`src/rtl/shift_exec_stage.sv`:
```
// Two-stage pipelined shift unit: S1 registers and decodes the request, S2 holds the
// shifted result and its tag until the writeback side takes it.
module shift_exec_stage #(
  parameter int TAG_W = 5,
  parameter int CNT_W = 16
) (
  input  logic             clk,
  input  logic             rst_n,
  input  logic             flush,
  input  logic             in_valid,
  output logic             in_ready,
  input  logic [31:0]      in_data,
  input  logic [4:0]       in_shamt,
  input  logic [2:0]       in_op,
  input  logic [TAG_W-1:0] in_tag,
  output logic             out_valid,
  input  logic             out_ready,
  output logic [31:0]      out_result,
  output logic [TAG_W-1:0] out_tag,
  output logic             out_illegal,
  output logic             busy,
  output logic [CNT_W-1:0] done_count
);
  // Handshake: a transfer happens on a cycle where valid & ready are both 1 at the
  // rising edge; valid never waits on ready, and held outputs do not change.
  localparam logic [2:0] OP_SLL = 3'd0;
  localparam logic [2:0] OP_ROL = 3'd1;
  localparam logic [2:0] OP_SRL = 3'd2;
  localparam logic [2:0] OP_SRA = 3'd3;
  localparam logic [2:0] OP_ROR = 3'd4;

  logic             s1_v_q, s1_v_d;
  logic [31:0]      s1_data_q, s1_data_d;
  logic [4:0]       s1_shamt_q, s1_shamt_d;
  logic [2:0]       s1_op_q, s1_op_d;
  logic [TAG_W-1:0] s1_tag_q, s1_tag_d;
  logic             s2_v_q, s2_v_d;
  logic [31:0]      s2_result_q, s2_result_d;
  logic [TAG_W-1:0] s2_tag_q, s2_tag_d;
  logic             s2_illegal_q, s2_illegal_d;
  logic [CNT_W-1:0] done_q, done_d;

  logic        s2_free, s1_adv, in_fire, out_fire;
  logic [63:0] rot_l, rot_r;
  logic [31:0] shift_res;
  logic        shift_ill;

  always_comb begin
    s2_free  = !s2_v_q | out_ready;
    s1_adv   = s1_v_q & s2_free;
    in_ready = rst_n & (!s1_v_q | s2_free);
    in_fire  = in_valid & in_ready & !flush;
    out_fire = s2_v_q & out_ready;
  end

  // Rotates use a doubled operand so no shift ever reaches 32.
  always_comb begin
    rot_l     = {s1_data_q, s1_data_q} << s1_shamt_q;
    rot_r     = {s1_data_q, s1_data_q} >> s1_shamt_q;
    shift_res = s1_data_q;
    shift_ill = 1'b0;
    case (s1_op_q)
      OP_SLL:  shift_res = s1_data_q << s1_shamt_q;
      OP_ROL:  shift_res = rot_l[63:32];
      OP_SRL:  shift_res = s1_data_q >> s1_shamt_q;
      OP_SRA:  shift_res = $unsigned($signed(s1_data_q) >>> s1_shamt_q);
      OP_ROR:  shift_res = rot_r[31:0];
      default: shift_ill = 1'b1;
    endcase
  end

  always_comb begin
    s1_v_d       = s1_v_q;
    s1_data_d    = s1_data_q;
    s1_shamt_d   = s1_shamt_q;
    s1_op_d      = s1_op_q;
    s1_tag_d     = s1_tag_q;
    s2_v_d       = s2_v_q;
    s2_result_d  = s2_result_q;
    s2_tag_d     = s2_tag_q;
    s2_illegal_d = s2_illegal_q;
    done_d       = done_q;
    if (in_fire) begin
      s1_v_d     = 1'b1;
      s1_data_d  = in_data;
      s1_shamt_d = in_shamt;
      s1_op_d    = in_op;
      s1_tag_d   = in_tag;
    end else if (s1_adv) begin
      s1_v_d = 1'b0;
    end
    if (s1_adv) begin
      s2_v_d       = 1'b1;
      s2_result_d  = shift_res;
      s2_tag_d     = s1_tag_q;
      s2_illegal_d = shift_ill;
    end else if (out_fire) begin
      s2_v_d = 1'b0;
    end
    // Flush kills only the valid bits; a handshake in the same cycle still counts.
    if (flush) begin
      s1_v_d = 1'b0;
      s2_v_d = 1'b0;
    end
    if (out_fire) done_d = done_q + CNT_W'(1);
  end

  always_ff @(posedge clk or negedge rst_n) begin
    if (!rst_n) begin
      s1_v_q       <= 1'b0;
      s1_data_q    <= '0;
      s1_shamt_q   <= '0;
      s1_op_q      <= '0;
      s1_tag_q     <= '0;
      s2_v_q       <= 1'b0;
      s2_result_q  <= '0;
      s2_tag_q     <= '0;
      s2_illegal_q <= 1'b0;
      done_q       <= '0;
    end else begin
      s1_v_q       <= s1_v_d;
      s1_data_q    <= s1_data_d;
      s1_shamt_q   <= s1_shamt_d;
      s1_op_q      <= s1_op_d;
      s1_tag_q     <= s1_tag_d;
      s2_v_q       <= s2_v_d;
      s2_result_q  <= s2_result_d;
      s2_tag_q     <= s2_tag_d;
      s2_illegal_q <= s2_illegal_d;
      done_q       <= done_d;
    end
  end

  assign out_valid   = s2_v_q;
  assign out_result  = s2_result_q;
  assign out_tag     = s2_tag_q;
  assign out_illegal = s2_illegal_q;
  assign busy        = s1_v_q | s2_v_q;
  assign done_count  = done_q;
endmodule

```
`config.mk`:
```
export PLATFORM = sky130hd
export DESIGN_NAME = shift_exec_stage
export DESIGN_NICKNAME = d
export VERILOG_FILES = /design/src/rtl/shift_exec_stage.sv
export SDC_FILE = /design/constraint.sdc
export NUM_CORES = 1
export LEC_CHECK = 0
export CAP_MARGIN = 15
export CORE_MARGIN = 5
export CORE_UTILIZATION = 40
export CTS_BUF_LIST = sky130_fd_sc_hd__clkbuf_8
export DETAILED_ROUTE_END_ITERATION = 8
export SYNTH_ARGS = -nofsm -noshare
export SYNTH_HDL_FRONTEND = slang
export SYNTH_SLANG_ARGS = --single-unit
```
`constraint.sdc`:
```
create_clock -name clk -period 3.6 [get_ports clk]
set_clock_uncertainty 0.2 [all_clocks]
set_input_delay 0.72 -clock clk [delete_from_list [all_inputs] [get_ports clk]]
set_output_delay 0.72 -clock clk [all_outputs]
set_load 0.1 [all_outputs]
```
Word level (Yosys, flattened, before mapping) --
Cells that the tools add are included.
Word-level totals: register bits 101, input port bits 50, output and inout port bits 57, logic and storage cells 43
Operators by class: $add $sub $neg 1, eq/ne operators 4, shifts and indexed selects 5, multiplexer cells 8, bitwise operators 8, reductions and logical operators 7
Operators with widths (count):
- $pmux 32 s5 | 1
- $shl 64x5->64 | 1
- $shr 64x5->32 | 1
- $shl 32x5->32 | 1
- $shr 32x5->32 | 1
- $sshr 32x5->32 | 1
- $add 16x1->16 const B | 1
- $mux 1 | 7
- $eq 3x2->1 const B | 2
- $reduce_bool 3->1 | 2
- $and 1x1->1 | 5
- $reduce_or 5->1 | 1
- $eq 3x1->1 const B | 1
- $eq 3x3->1 const B | 1
- $logic_not 1->1 | 3
- $logic_not 3->1 | 1
- $or 1x1->1 | 3

Longest topological paths before layout --
depth after elaboration 8, gate-level depth with buffers 11, gate-level depth less buffers 6

Worst setup path before layout --
Ideal clock, no wire load.
path kind reg-to-reg, start point register s2_v_q, in the netlist out_valid, end point register s1_data_q[0], setup time 125 ps, arrival time 3016 ps, data required time 3275 ps, path slack 259 ps, stages on the path, launching flop included 8, path buffers 2, clock period less this slack 3341 ps, path through dfrtp_1 -> nor2b_1 -> nand2_1 -> and2_1 -> nand3b_1 -> clkbuf_1 -> clkbuf_1 -> mux2_2
Between the ends: longest elaborated chain between the ends 6
Ends and longest elaborated chain:
- start, declared | line 37 | logic s2_v_q, s2_v_d;
- start signal, assigned | line 126 | s2_v_q <= s2_v_d;
- $logic_not 1->1 | line 49 | s2_free = !s2_v_q | out_ready;
- $or 1x1->1 | line 49
- $or 1x1->1 | line 51 | in_ready = rst_n & (!s1_v_q | s2_free);
- $and 1x1->1 | line 51
- net in_ready | line 11 | output logic in_ready,
- $and 1x1->1 (2 in a row) | line 52 | in_fire = in_valid & in_ready & !flush;
- end signal, assigned | line 122 | s1_data_q <= s1_data_d;
- end, declared | line 33 | logic [31:0] s1_data_q, s1_data_d;
The timed path passes the listed nets, and every way through them passes these cells. A chain may end at the register's enable or synchronous reset.

Final worst setup path --
start point register s1_shamt_q[1], end point register s2_result_q[16], in the netlist out_result[16]
Between the ends: longest elaborated chain between the ends 2, elaborated cells on any way between the ends 6, classes of those cells shift (5); mux (1)
Ends and longest elaborated chain:
- start, declared | line 34 | logic [4:0] s1_shamt_q, s1_shamt_d;
- start signal, assigned | line 123 | s1_shamt_q <= s1_shamt_d;
- $shr 64x5->32 (tied with other cells) | line 59 | rot_r = {s1_data_q, s1_data_q} >> s1_shamt_q;
- $pmux 32 s5 (*) | line 62 | case (s1_op_q)
- end signal, assigned | line 127 | s2_result_q <= s2_result_d;
- end, declared | line 38 | logic [31:0] s2_result_q, s2_result_d;
Mark *: on every way between the ends. The rest lies on a longest branch, timed or not.

==> out/metrics.yaml <==
async_flop_share_pct: 100.0
drc: 0
clk_pin_slew_worst_paths_ps: 120
powerDensity_nw_per_um2: 756.9
postCtsSetupBuffers: 0
status: "finished clean"
drv_slew: 0
crit_fanout: 23
clockPowerShare_pct: 9.6
drtAntennaViolNets: 0
antenna_found_initial: 3
seqPwrFrac_pct: 21.4
tns_ps: 0
p_int_uw: 4135
hold_buffers: 0
drive_above_1_share_pct: 34.61
slew_headroom_pct: 36.86
core_area_um2: 25910
avgRoutedWirePerCell_um: 35.69
finalHoldViolCount: 0
rsz0062_at_grt: "false"
crit_path_end_kind: "flop"
die_area_um2: 29500
avgSynthCellArea_um2: 9.863
die_h_um: 171.8
crit_arrival_ps: 3510
grt_pass1_wl_um: 77450
p_comb_share_pct: 69.0
cap_violations: 0
pre_cts_ws_ps: 248.1
worst_pin_slew_ps: 947.1
grt_max_degree: 72
area_delta_synth_final_pct: 19.56
grt_pass1_vias: 10450
final_net_count: 1225
place_hpwl_um: 40850
io_pins: 107
ctsRootBufferMaster: "clkbuf_8"
die_x_um: 171.8
crit_required_ps: 3700
synth_cells: 1061
netlist_area_um2: 10470
r2r_slack_ps: 200
synth_nets: 1112
critical_path_class: "reg -> reg"
p_sw_share_pct: 56.34
num_vias: 10820
fin_crit_ps: 3401
htreeDepth: 3
clkSinkCount: 101
num_rows: 59
clock_latency_ps: 420
ys_ff_latch: 101
dr.pass1.iters: 6
fmax_mhz: 294.0
cts_inserted_buffers: 9
p_sw_uw: 5335
setup_viol: 0
worstReg2RegEnd: "out_result[16]"
synth_cell_types: 84
finalWorstSetupSlack_ps: 198.8
ys_seq_area_share_pct: 24.15
synth_edf_count: 0
critPathLaunchType: "flop"
port_buffers: 106
r2r_cells: 9
gpl.final_weighted_congestion: 1.023
crit_end: "out_result[16]"
crit_path_start: "s1_shamt_q[1]"
initial_core_util_pct: 40.39
cts_buffer_depth: 2
holdCritPathClass: "in -> async"
cts_tree: "built"
drt_wl_total_um: 54110
p_leak_uw: 0.004961
grt_util_all_layers_pct: 36.47
overflow: 0
drt-initial-drc-count: 1521
yosysWarnings: 0
ys.flop_type: "dfrtp_1"
cts_resized: 0
routed_via_density: 7.137
ir_worst_vdd_mv: 0.5847
period_share_pct: 94.48
r2r-start: "s1_shamt_q[1]"
critical path, stage by stage, from the launching register on:
cell     delay (ps)
dfrtp_4         750
buf_4           290
buf_4           270
mux4_2          520
mux2i_1         170
o22ai_1         100
a31oi_1         420
buf_4           210
a21oi_1          50
or3_1           300
through the flow:
stage	std cells	hold WS [ps]	total power [uW]	utilization (%)	area, um^2
floorplan	1061	224.4	6035	-	10470
global placement	1498	243.0	8444	47.41	12290
detailed placement	1498	248.1	8385	47.41	12290
CTS	1514	170.0	9303	48.27	12510
global route	1515	212.9	9718	48.28	12510
finish	1516	164.4	9471	48.29	12510
cell usage after synthesis, types with 5 or more instances:
master,count,area share [%]
buf_4,14,1.0
nand4_1,5,0.30
o31ai_1,9,0.65
a211o_1,10,0.84
buf_2,30,1.4
or2_2,7,0.42
nor2_1,47,1.7
o22ai_1,30,1.8
xnor2_1,12,1.0
a31oi_1,16,0.96
a21oi_1,43,2.1
a211oi_1,13,0.93
o21a_1,5,0.36
nand3_1,29,1.4
a22oi_1,8,0.57
mux2_2,85,9.1
dfrtp_1,101,24
mux4_2,99,21
and3_1,8,0.48
or3_1,6,0.36
o221ai_1,8,0.67
o32ai_1,7,0.59
clkbuf_1,80,2.9
nand2b_1,8,0.48
nand2_1,106,3.8
buf_1,6,0.22
nor3_1,33,1.6
a22o_1,6,0.50
a21o_1,5,0.36
o211ai_1,10,0.72
o21ai_0,33,1.6
o21ai_1,9,0.43
mux2i_1,66,6.3
and2_1,11,0.66
flip-flops by register name, indices dropped and copies added (netlist names):
register / count
done_count: 16
out_illegal: 1
out_result: 32
out_tag: 5
out_valid: 1
s1_data_q: 32
s1_op_q: 3
s1_shamt_q: 5
s1_tag_q: 5
s1_v_q: 1
power groups by stage:
| stage | clock network, uW | registers [uW] | logic (uW) |
|---|---|---|---|
| after floorplan | 0 | 2970 | 3070 |
| after global placement | 0 | 2020 | 6430 |
| after detailed placement | 0 | 2020 | 6360 |
| after CTS | 927 | 2000 | 6380 |
| after global routing | 960 | 2040 | 6710 |
| final | 907 | 2030 | 6540 |
layout make-up:
type,count,area [um^2]
fill,2428,13400
inverter,7,26.28
clock buffer,9,123.9
antenna,2,5.005
sequential,101,2542
multi-input combinational,820,7288
clock inverter,7,97.59
timing repair buffer,235,2009
tap,335,419.2
per-layer routing:
layer	routed length, um	share of wire (%)	global-route usage [%]
met5	90	0.17	0
met4	3324	6.1	16.37
met3	6591	12	10.60
met2	23440	43	55.05
met1	20660	38	48.77
how the worst min path moves through the flow:
stage	to	cells after the start	slack [ps]	start
final	s1_shamt_q[2]	2	160	rst_n
after global routing	s1_shamt_q[2]	2	210	rst_n
after CTS	s1_shamt_q[2]	2	170	rst_n
after detailed placement	out_tag[4]	2	250	s1_tag_q[4]
after global placement	out_tag[0]	2	240	s1_tag_q[0]
after floorplan	done_count[0]	0	220	rst_n
kinds of logic (layout without fill, tap and decap cells):
| kind of cell | count (synthesis) | in the layout | share of synthesized area [%] |
|---|---|---|---|
| flip-flops | 101 | 101 | 24.15 |
| buffers and inverters | 140 | 258 | 6.217 |
| multiplexers | 254 | 254 | 37.30 |
| adder cells (fa/ha/maj) | 1 | 1 | 0.1195 |
| XOR/XNOR | 16 | 16 | 1.339 |
| AND/OR/NAND/NOR | 284 | 284 | 12.94 |
| other | 0 | 2 | 0 |
| AO/OA/AOI/OAI | 265 | 265 | 17.93 |
placed cells by master, fill, tap and decap left out, types with 5 or more instances in the layout:
cell and instances:
buf_4 177, nand3_1 29, o32ai_1 7, and2_1 11, a21oi_1 43, a31oi_1 16, o21ai_0 33, a22oi_1 8
inv_1 5, nand4_1 5, xnor2_1 12, nand2b_1 8, mux4_2 99, o31ai_1 9, o21a_1 5, and3_1 8
nor2_1 47, a211o_1 10, mux2i_1 66, clkbuf_8 9, a211oi_1 13, nand2_1 106, o21ai_1 9, dfrtp_1 97
a22o_1 6, clkdlybuf4s50_1 48, nor3_1 33, o221ai_1 8, or2_2 7, or3_1 6, a21o_1 5, o211ai_1 10
o22ai_1 30, mux2_2 85, buf_12 10
Note: power is estimated with default switching activity, not from simulation.
